## config.mk

```make
export PLATFORM = sky130hd
export DESIGN_NAME = tgl_hs_receiver
export DESIGN_NICKNAME = d
export VERILOG_FILES = /design/src/rtl/tgl_hs_receiver.sv
export SDC_FILE = /design/constraint.sdc
export NUM_CORES = 1
export LEC_CHECK = 0
export CORE_MARGIN = 3
export CORE_UTILIZATION = 37
export CTS_CLUSTER_SIZE = 10
export DETAILED_ROUTE_END_ITERATION = 6
export PLACE_DENSITY = 0.71
export RECOVER_POWER = 50
export SYNTH_ARGS = -nofsm -noshare
export SYNTH_HDL_FRONTEND = slang
export SYNTH_SLANG_ARGS = --single-unit
```

## constraint.sdc

```tcl
create_clock -name clk -period 1.1 [get_ports clk]
set_input_delay 0.11 -clock clk [delete_from_list [all_inputs] [get_ports clk]]
set_output_delay 0.11 -clock clk [all_outputs]
set_load 0.01 [all_outputs]
```

## src/rtl/tgl_hs_receiver.sv

```systemverilog
`default_nettype none
// ============================================================================
//  Module   : tgl_hs_receiver
//  Purpose  : Receiving end of a toggle request/acknowledge handshake.
//             req_tgl is synchronised into clk, each level change is detected
//             and the accompanying req_data word is captured. The word is
//             offered on a valid/ready port, and accepting it flips ack_tgl
//             and bumps a wrapping transfer counter. A toggle that arrives
//             while a word is still pending is dropped and flagged in a
//             sticky overflow bit.
//  Ports    :
//    clk        in   clock, rising edge
//    reset      in   synchronous active-high reset
//    req_tgl    in   request toggle from the transmitter (asynchronous)
//    req_data   in   payload, stable from req_tgl toggle until ack_tgl toggle
//    ack_tgl    out  acknowledge toggle back to the transmitter
//    out_valid  out  captured word available
//    out_data   out  captured word, stable while out_valid=1
//    out_ready  in   consumer accepts the word when out_valid & out_ready
//    event_cnt  out  completed transfers, wraps modulo 2^CNT_W
//    overflow   out  sticky: toggle seen while a word was still pending
//    clr_ovf    in   clears overflow (a same-cycle set wins)
//  Revision : 1.0  initial release
// ============================================================================
module tgl_hs_receiver #(
    parameter int DATA_W      = 8,
    parameter int SYNC_STAGES = 2,
    parameter int CNT_W       = 8
) (
    input  logic              clk,
    input  logic              reset,
    input  logic              req_tgl,
    input  logic [DATA_W-1:0] req_data,
    output logic              ack_tgl,
    output logic              out_valid,
    output logic [DATA_W-1:0] out_data,
    input  logic              out_ready,
    output logic [CNT_W-1:0]  event_cnt,
    output logic              overflow,
    input  logic              clr_ovf
);

    localparam logic [0:0] c_IDLE  = 1'b0;
    localparam logic [0:0] c_VALID = 1'b1;

    logic [SYNC_STAGES-1:0] r_sync;
    logic                   r_req_prev;
    logic [0:0]             r_state;
    logic [0:0]             w_state_nxt;
    logic                   w_req_sync;
    logic                   w_edge;
    logic                   w_capture;
    logic                   w_accept;
    logic                   w_ovf_set;
    logic                   r_ack_tgl;
    logic [DATA_W-1:0]      r_out_data;
    logic [CNT_W-1:0]       r_event_cnt;
    logic                   r_overflow;

    // ------------------------------------------------------------------
    // Synchroniser: stage 0 samples the asynchronous request line.
    // ------------------------------------------------------------------
    always_ff @(posedge clk) begin
        if (reset) begin
            r_sync <= '0;
        end else begin
            r_sync <= {r_sync[SYNC_STAGES-2:0], req_tgl};
        end
    end

    assign w_req_sync = r_sync[SYNC_STAGES-1];
    assign w_edge     = w_req_sync ^ r_req_prev;

    // ------------------------------------------------------------------
    // FSM: state register
    // ------------------------------------------------------------------
    always_ff @(posedge clk) begin
        if (reset) begin
            r_state <= c_IDLE;
        end else begin
            r_state <= w_state_nxt;
        end
    end

    // ------------------------------------------------------------------
    // FSM: next-state logic
    // ------------------------------------------------------------------
    always_comb begin
        w_state_nxt = r_state;
        case (r_state)
            c_IDLE:  if (w_edge)    w_state_nxt = c_VALID;
            c_VALID: if (out_ready) w_state_nxt = c_IDLE;
            default:                w_state_nxt = c_IDLE;
        endcase
    end

    // ------------------------------------------------------------------
    // FSM: outputs and datapath strobes
    // ------------------------------------------------------------------
    always_comb begin
        out_valid = 1'b0;
        w_capture = 1'b0;
        w_accept  = 1'b0;
        w_ovf_set = 1'b0;
        case (r_state)
            c_IDLE: begin
                w_capture = w_edge;
            end
            c_VALID: begin
                out_valid = 1'b1;
                w_accept  = out_ready;
                // A toggle while pending is a protocol violation: it is
                // consumed (so it is not seen again) but never captured.
                w_ovf_set = w_edge;
            end
            default: begin
                out_valid = 1'b0;
            end
        endcase
    end

    // ------------------------------------------------------------------
    // Datapath registers
    // ------------------------------------------------------------------
    always_ff @(posedge clk) begin
        if (reset) begin
            r_req_prev  <= 1'b0;
            r_out_data  <= '0;
            r_ack_tgl   <= 1'b0;
            r_event_cnt <= '0;
            r_overflow  <= 1'b0;
        end else begin
            if (w_capture || w_ovf_set) begin
                r_req_prev <= w_req_sync;
            end
            if (w_capture) begin
                r_out_data <= req_data;
            end
            if (w_accept) begin
                r_ack_tgl   <= ~r_ack_tgl;
                r_event_cnt <= r_event_cnt + CNT_W'(1);
            end
            if (w_ovf_set) begin
                r_overflow <= 1'b1;
            end else if (clr_ovf) begin
                r_overflow <= 1'b0;
            end
        end
    end

    assign ack_tgl   = r_ack_tgl;
    assign out_data  = r_out_data;
    assign event_cnt = r_event_cnt;
    assign overflow  = r_overflow;

endmodule
`default_nettype wire
```

# Word-level counts from Yosys, hierarchy flattened
# Cells that the tools add are included.
[classes] n_addsub=1 muxes=9 bitwise=3 n_reduce_logical=2
[op_table] cell="adder 8 x 1 -> 8 bit (second input constant)" n=1
[op_table] cell="two-way mux 1 bit" n=8
[op_table] cell="NOT 1 bit" n=2
[op_table] cell="one-hot mux 1 bit (2 select lines)" n=1
[op_table] cell="nonzero test 2 bit" n=1
[op_table] cell="logical OR 1 bit" n=1
[op_table] cell="bitwise XOR 1 bit" n=1
[word_totals] ff_bits=22 out_inout_bits=19

# Logic depth before layout (Yosys ltp)
# Gate-level depths: netlist of run 1.
[logic_depth] depth_word=3 depth_mapped=4 depth_no_buf=4

# Least setup slack after synthesis of run 1
# No wires, ideal clock.
[synth_path] kind="register -> register" startpoint="register r_state" endpoint="register r_event_cnt[7] (netlist: event_cnt[7])" setup_time_ps=71 arrival_time_ps=1205 required_time_ps=1029 slack_ps=-176 stages_incl_launch_ff=4 n_path_buf=0 cell_sequence="dfxtp_1 -> nand4_2 -> or4_1 -> a21oi_1"
[synth_between] elab_chain_cells=1
[synth_rtl] element="start, declared" line="48" source="logic [0:0] r_state;"
[synth_rtl] element="start signal, assigned" line="79" source="r_state <= c_IDLE;"
[synth_rtl] element="start signal, assigned" line="81" source="r_state <= w_state_nxt;"
[synth_rtl] element="two-way mux 1 bit" line="105" source="case (r_state)"
[synth_rtl] element="end signal, assigned" line="141" source="r_event_cnt <= r_event_cnt + CNT_W'(1);"
[synth_rtl] element="end, declared" line="57" source="logic [CNT_W-1:0] r_event_cnt;"
# No other way between the ends.
# A chain may end at the register's enable or synchronous reset.

# Worst setup path in the final report of run 1
[layout_path] startpoint="register r_event_cnt[1] (netlist: event_cnt[1])" endpoint="register r_event_cnt[6] (netlist: event_cnt[6])"
[layout_between] elab_chain_cells=1
[layout_rtl] element="adder 8 x 1 -> 8 bit" line="141"
# No other way between the ends.

==> results of run 1 <==
worst paths after layout:
check	startpoint	endpoint	slack [ns]	cells past startpoint
worst min register to register	r_sync[0]$_SDFF_PP0_	r_sync[1]$_SDFF_PP0_	0.44	1
worst min-delay path	req_data[0]	out_data[0]$_SDFFE_PP0P_	0.35	3
worst max register to register	event_cnt[1]$_SDFFE_PP0P_	event_cnt[6]$_SDFFE_PP0P_	-0.1	4
worst max-delay path	event_cnt[1]$_SDFFE_PP0P_	event_cnt[6]$_SDFFE_PP0P_	-0.1	4
sequential cells by signal, indices dropped and copies added, names as in the netlist:
| register | count |
|---|---|
| out_data | 8 |
| r_req_prev | 1 |
| r_sync | 2 |
| event_cnt | 8 |
| r_state | 1 |
| ack_tgl | 1 |
| overflow | 1 |
placed cells by master (no fill, tap or decap), types with 6 or more instances in the layout:
master | netlist | final
sky130_fd_sc_hd__a21oi_1 | 15 | 11
sky130_fd_sc_hd__buf_4 | 0 | 8
sky130_fd_sc_hd__clkdlybuf4s15_1 | 0 | 6
sky130_fd_sc_hd__clkdlybuf4s50_1 | 0 | 11
sky130_fd_sc_hd__dfxtp_1 | 22 | 11
sky130_fd_sc_hd__dfxtp_4 | 0 | 6
sky130_fd_sc_hd__dlygate4sd2_1 | 0 | 10
sky130_fd_sc_hd__nand3_1 | 11 | 10
sky130_fd_sc_hd__o21ai_0 | 12 | 10
what timing repair did:
action | CTS | global route
pin swaps | 2 | 9
endpoints found under the setup margin | 31 | 26
resized for setup | 24 | 35
setup buffers | 2 | 2
cell families (layout without fill, tap and decap cells):
group / after synthesis / in the layout / share of synthesized area (%)
flip-flops: 22 / 22 / 53.0
AND/OR/NAND/NOR: 31 / 31 / 20.3
XOR/XNOR: 5 / 5 / 5.27
adder cells (fa/ha/maj): 1 / 1 / 1.51
buffers and inverters: 6 / 50 / 2.71
AO/OA/AOI/OAI: 28 / 28 / 17.2
report_power, final:
| part | internal (mW) | switching (mW) |
|---|---|---|
| Clock | 0.142 | 0.248 |
| Combinational | 0.116 | 0.0949 |
| Sequential | 0.813 | 0.0213 |
| Total | 1.07 | 0.364 |
area by class of cell:
cell class              instances  area [sq um]
fillers                       174           643
inverters                       3          15.0
clock buffers                   4          26.3
multi-input cells              65           465
flip-flops and latches         22           469
repair buffers                 43           389
well taps                      27          33.8
worst max-delay path, cell delays in order, from the launching register on:
cell	delay (ns)
sky130_fd_sc_hd__dfxtp_4	0.41
sky130_fd_sc_hd__ha_4	0.15
sky130_fd_sc_hd__nand3_4	0.06
sky130_fd_sc_hd__or3_4	0.38
sky130_fd_sc_hd__a21oi_2	0.13
layer usage:
| metal | vias to the layer above | track usage (%) | wire length, um |
|---|---|---|---|
| li1 | 416 | - | - |
| met1 | 414 | 18.5 | 870 |
| met2 | 17 | 31.2 | 1200 |
| met3 | 4 | 3.38 | 74 |
| met4 | 0 | 8.94 | 36 |
| met5 | - | 0 | 0 |
==> results, run 1 <==
- The die area is 2850 sq um.
- Max-cap violations in this run came to 0.
- The global placement routability congestion is 0.758.
- The combined area of all synthesized cells is 831 sq um.
- The via total after detailed routing is 851.
- Summed over all layers, the routed wires come to 2180 um.
- The most common cell in the netlist is sky130_fd_sc_hd__dfxtp_1.
- The power per cell area is 1030 nW/um^2.
- The start-to-end type of the worst setup path is reg2reg.
- The worst hold path belongs to the class in2reg.
- Compared with the post-synthesis result, the final layout area differs by 68.4%.
- The number of global-route vias before repair is 820.
- The placed cell area is 1260 sq um.
- The number of synthesized register bits is 22.
- Timing analysis after detailed placement gives a worst setup slack of -0.348 ns.
- The final reports fail on negative setup slack.
- The core area is 2040 sq um.
- The quantity of I/O buffers inserted on ports is 31.
- In this run the static leakage power is 0.542 nW.
- The count of nets left with antenna violations after detail routing is 0.
- STA classifies the critical path startpoint as a register.
- CTS built an H-tree with a depth of 1.
- Counting flops with a built-in enable in the synthesized netlist gives 0.
- For this configuration, the core starts out at a cell density of 40.7%.
- The filler-free cell count of the finished design is 164.
- Synthesis instantiated 18 different standard cells from the library.
- TritonCTS built the clock tree.
- The sum of overflow across all layers after global routing is 0.
- Clock-pin slew was measured on the worst setup and hold paths at 0.13 ns.
- The final period demand of the worst path is 1.20 ns.
- The flow ran to the end, but the final reports show violations.
- Across every metal layer, demand over resource in global routing totals 17.2%.
- The biggest area contributor in the post-synthesis netlist is sky130_fd_sc_hd__dfxtp_1.
- The net count of the finished layout is 152.
- In the routed layout, each cell is associated on average with a via count of 5.19.
- Counting every net in the synthesized netlist gives 107.
- The final worst-path cycle share is 109%.
- At the later pin of the worst-skew pair, clock insertion delay measures 0.32 ns.
- Data on the critical path is required at its endpoint by 1.36 ns.
- For this run, the leading register cell type out of synthesis is sky130_fd_sc_hd__dfxtp_1.
- The average wire per standard cell is 13.3 um.
- Clock tree synthesis selected as its root buffer the cell sky130_fd_sc_hd__clkbuf_4.
- The share of flip-flops with an asynchronous set or reset is 0%.
- The worst hold slack across all endpoints is 0.350 ns.
- The clock tree skew after final layout is 0.0176 ns.
- The number of pins with negative max-slew slack in the final report is 0.
- The maximum fanout encountered on the critical timing path is 4.
- The arrival time at the worst endpoint is 1.45 ns.
- The DRC violation count after routing is 0.
- After layout, the worst setup slack is -0.0957 ns.
- In the post-synthesis netlist, the biggest area contributors are sky130_fd_sc_hd__dfxtp_1, sky130_fd_sc_hd__a21oi_1, sky130_fd_sc_hd__o21ai_0.
- The first-pass GRT wire length is 3520 um.
- The number of search-and-repair iterations in the first detailed-routing pass is 4.
- The number of hold violations in the final report is 0.
- The overall power consumption is 1.43 mW.
- Static timing analysis puts the maximum clock frequency at 836 MHz.
- For the pin with the worst max-slew slack, the measured transition is 0.352 ns.
- The overall die height is 53.4 um.
- Setup repair after global routing could not meet its margin everywhere.
- The largest net degree at the start of global routing is 15.
- Yosys printed 0 warnings.
- Setup violations remaining at the end of the flow were counted as 9.
- The antenna diode count is 0.
- In this run, CTS created clock tree buffers numbering 3.
- Sorting the synthesized cells by how often they occur yields sky130_fd_sc_hd__dfxtp_1, sky130_fd_sc_hd__a21oi_1, sky130_fd_sc_hd__o21ai_0.
- The total half-perimeter wirelength after legalization and detailed placement is 1550 um.
- The count of standard-cell rows is 16.
- Sequential elements use 53.0% of the synthesized area.
- The worst setup path is captured at a register.
- The post-synthesis area per instance is 8.93 sq um.
- The width of the die is 53.4 um.
- The total negative setup slack is -0.306 ns.
- The number of antenna violations at the first check in global routing is 0.
- VDD sags by at most 0.000962 V.
- The post-route core utilization is 68.5%.
- Synthesis handed over a netlist of 93 instances.
- The maximum buffer depth of the clock tree is 2.
- The proportion of netlist area held by the largest area contributor is 53.0%.
- The number of violations reported at the end of detailed-routing iteration 0 is 4.
- The clock drives 22 sinks.
- The number of ports placed on the die boundary is 32.
- Once placement completed, the tool counted placed cells totaling 156.
- The relative slew slack is 76.6%.
- The share of layout cells above drive strength 1 is 30.7%.
- The total non-filler cell area in the finished layout is 1400 sq um.
- Buffers inserted to repair hold after CTS numbered 0.
Note: power is estimated with default switching activity, not from simulation.
==> run 2, diff against run 1 <==
--- a/config.mk
+++ b/config.mk
@@ -5,7 +5,7 @@
 export SDC_FILE = /design/constraint.sdc
 export NUM_CORES = 1
 export LEC_CHECK = 0
-export CORE_MARGIN = 3
+export CORE_MARGIN = 4
 export CORE_UTILIZATION = 37
 export CTS_CLUSTER_SIZE = 10
 export DETAILED_ROUTE_END_ITERATION = 6
==> results, run 2 (same netlist as run 1, synthesis figures left out) <==
- Result of the run: finished, violations left (unchanged).
- Violations in the final reports: negative setup slack (unchanged).
- The number of global-route vias before repair is 796 (was 820).
- The final period demand of the worst path was 1.18 ns (was 1.20 ns).
- The share of layout cells above drive strength 1 is 23.4% (was 30.7%).
- The reported leakage power was 0.544 nW (was 0.542 nW).
- The number of buffers added to fix hold violations after cts came to 0 (unchanged).
- Leaving out fill and tap cells, the most frequent cell in the layout is sky130_fd_sc_hd__dlygate4sd2_1.
- The CTS tree is built (unchanged).
- The start-to-end type of the worst setup path is reg2reg (unchanged).
- The root buffer selected by CTS is sky130_fd_sc_hd__clkbuf_4 (unchanged).
- The area growth from synthesis to layout is 60.5% (was 68.4%).
- RSZ-0062 raised after global routing: true (unchanged).
- The filler-free cell count of the finished design came to 164 (unchanged).
- The number of ports placed on the die boundary is 32 (unchanged).
- The maximum fanout encountered on the critical timing path came to 4 (unchanged).
- The post-route core utilization is 65.3% (was 68.5%).
- The final-layout fill cell count came to 192 (was 174).
- The total half-perimeter wirelength after legalization and detailed placement was 1460 um (was 1550 um).
- The transition at the pin with the smallest max-transition slack is 0.443 ns (was 0.352 ns).
- The final-stage net count is 152 (unchanged).
- The effective utilization at floorplan is 40.7% (unchanged).
- The sum of overflow across all layers after global routing was 0 (unchanged).
- The DRC violation count after routing came to 0 (unchanged).
- The total number of clock tree sinks came to 22 (unchanged).
- The required time of the worst setup path is 1.35 ns (was 1.36 ns).
- The peak supply drop is 0.00111 V (was 0.000962 V).
- The total negative setup slack came to -0.256 ns (was -0.306 ns).
- The first-pass GRT wire length is 3420 um (was 3520 um).
- The type of the most critical hold path is in2reg (unchanged).
- The width of the die was 55.4 um (was 53.4 um).
- The number of search-and-repair iterations in the first detailed-routing pass was 4 (unchanged).
- The final worst-path cycle share was 107% (was 109%).
- The global routing usage summed across all routing layers is 13.4% (was 17.2%).
- The largest net degree at the start of global routing was 13 (was 15).
- The number of pins with negative max-slew slack in the final report is 0 (unchanged).
- The die area came to 3070 sq um (was 2850 sq um).
- The placed cell area is 1260 sq um (about the same).
- The number of cells in the design after placement is 157 (was 156).
- The startpoint type of the worst setup path is a register (unchanged).
- The global placement routability congestion was 0.763 (was 0.758).
- The average via count per standard cell is 5.00 (was 5.19).
- The overall power consumption came to 1.39 mW (was 1.43 mW).
- The max-capacitance violation count was 0 (unchanged).
- The overall die height is 55.4 um (was 53.4 um).
- The arrival time at the worst endpoint is 1.43 ns (was 1.45 ns).
- The worst-skew pair later-pin latency came to 0.30 ns (was 0.32 ns).
- The total non-filler cell area in the finished layout is 1330 sq um (was 1400 sq um).
- The core area is 2040 sq um (unchanged).
- The quantity of I/O buffers inserted on ports came to 31 (unchanged).
- The power per cell area is 1040 nW/um^2 (was 1030 nW/um^2).
- Leading cell types in the layout, fill and taps excluded: sky130_fd_sc_hd__dlygate4sd2_1, sky130_fd_sc_hd__a21oi_1, sky130_fd_sc_hd__dfxtp_1 (was sky130_fd_sc_hd__a21oi_1, sky130_fd_sc_hd__dfxtp_1, sky130_fd_sc_hd__clkdlybuf4s50_1).
- The sort of element at the end of the critical path is a register (unchanged).
- The relative slew slack was 70.5% (was 76.6%).
- The number of clock buffers inserted by TritonCTS is 3 (unchanged).
- The count of standard-cell rows is 16 (unchanged).
- The number of violations reported at the end of detailed-routing iteration 0 is 12 (was 4).
- The count of nets left with antenna violations after detail routing came to 0 (unchanged).
- The average wire per standard cell came to 11.7 um (was 13.3 um).
- The setup slack after layout is -0.0755 ns (was -0.0957 ns).
- The maximum buffer depth of the clock tree is 2 (unchanged).
- The number of hold violations in the final report is 0 (unchanged).
- The worst hold slack across all endpoints is 0.352 ns (was 0.350 ns).
- The antenna diode count was 0 (unchanged).
- The total wire length is 1920 um (was 2180 um).
- The maximum level of the CTS H-tree is 1 (unchanged).
- The clock input transition at the sequential cells of the worst setup and hold paths was 0.11 ns (was 0.13 ns).
- The clock tree skew after final layout is 0.00864 ns (was 0.0176 ns).
- The worst setup timing slack at the placement stage is -0.362 ns (was -0.348 ns).
- The number of antenna violations at the first check in global routing is 0 (unchanged).
- The via total after detailed routing was 820 (was 851).
- The final setup violation count is 5 (was 9).
- The highest achievable clock rate was 851 MHz (was 836 MHz).
-- run 2: cell types whose count changed in the layout (fill, tap and decap cells not counted), moves of 2 or more --
cell / delta
sky130_fd_sc_hd__or3_4: -3
sky130_fd_sc_hd__dlygate4sd2_1: +4
sky130_fd_sc_hd__clkbuf_2: -2
sky130_fd_sc_hd__or3_1: +3
sky130_fd_sc_hd__dfxtp_4: -2
-- run 2: report_power, final --
group	switching (mW)	internal [mW]
combinational	0.0864	0.107
clock	0.224	0.132
sequential	0.0205	0.818
total	0.330	1.06
-- run 2: per-layer routing --
layer | track usage (%) | share of wire, % | vias up
li1 | - | - | 420
met1 | 16.2 | 43 | 382
met2 | 22.6 | 51 | 16
met3 | 5.36 | 5.3 | 2
met4 | 2.08 | 0.63 | 0
met5 | 0 | 0 | -
-- run 2: cell type report --
type                            instances  area, sq um  share of cell area (%)
Tap cell                               27         33.8                    2.53
Clock inverter                          1         3.75                   0.281
Clock buffer                            3         22.5                    1.69
Timing Repair Buffer                   43          380                    28.5
Sequential cell                        22          463                    34.7
Multi-Input combinational cell         65          415                    31.1
Inverter                                3         15.0                    1.13
-- run 2: final timing paths --
| kind | endpoint | from | cells after the start | slack [ns] |
|---|---|---|---|---|
| max | event_cnt[7]$_SDFFE_PP0P_ | event_cnt[0]$_SDFFE_PP0P_ | 3 | -0.08 |
| min | out_data[7]$_SDFFE_PP0P_ | req_data[7] | 3 | 0.35 |
| max reg2reg | event_cnt[7]$_SDFFE_PP0P_ | event_cnt[0]$_SDFFE_PP0P_ | 3 | -0.08 |
| min reg2reg | r_sync[1]$_SDFF_PP0_ | r_sync[0]$_SDFF_PP0_ | 1 | 0.45 |
-- run 2: timing repair --
action                     in CTS  in global routing
resized for setup              22                 17
hold endpoints to repair        0                  0
pin swaps                       2                  2
gates cloned                    0                  0
buffers inserted                2                  1
setup endpoints to repair      31                 22
-- run 2: worst max-delay path, stage by stage (launching register included) --
cell	delay, ns
sky130_fd_sc_hd__dfxtp_4	0.39
sky130_fd_sc_hd__nand4_4	0.12
sky130_fd_sc_hd__or4_4	0.49
sky130_fd_sc_hd__a21oi_2	0.12
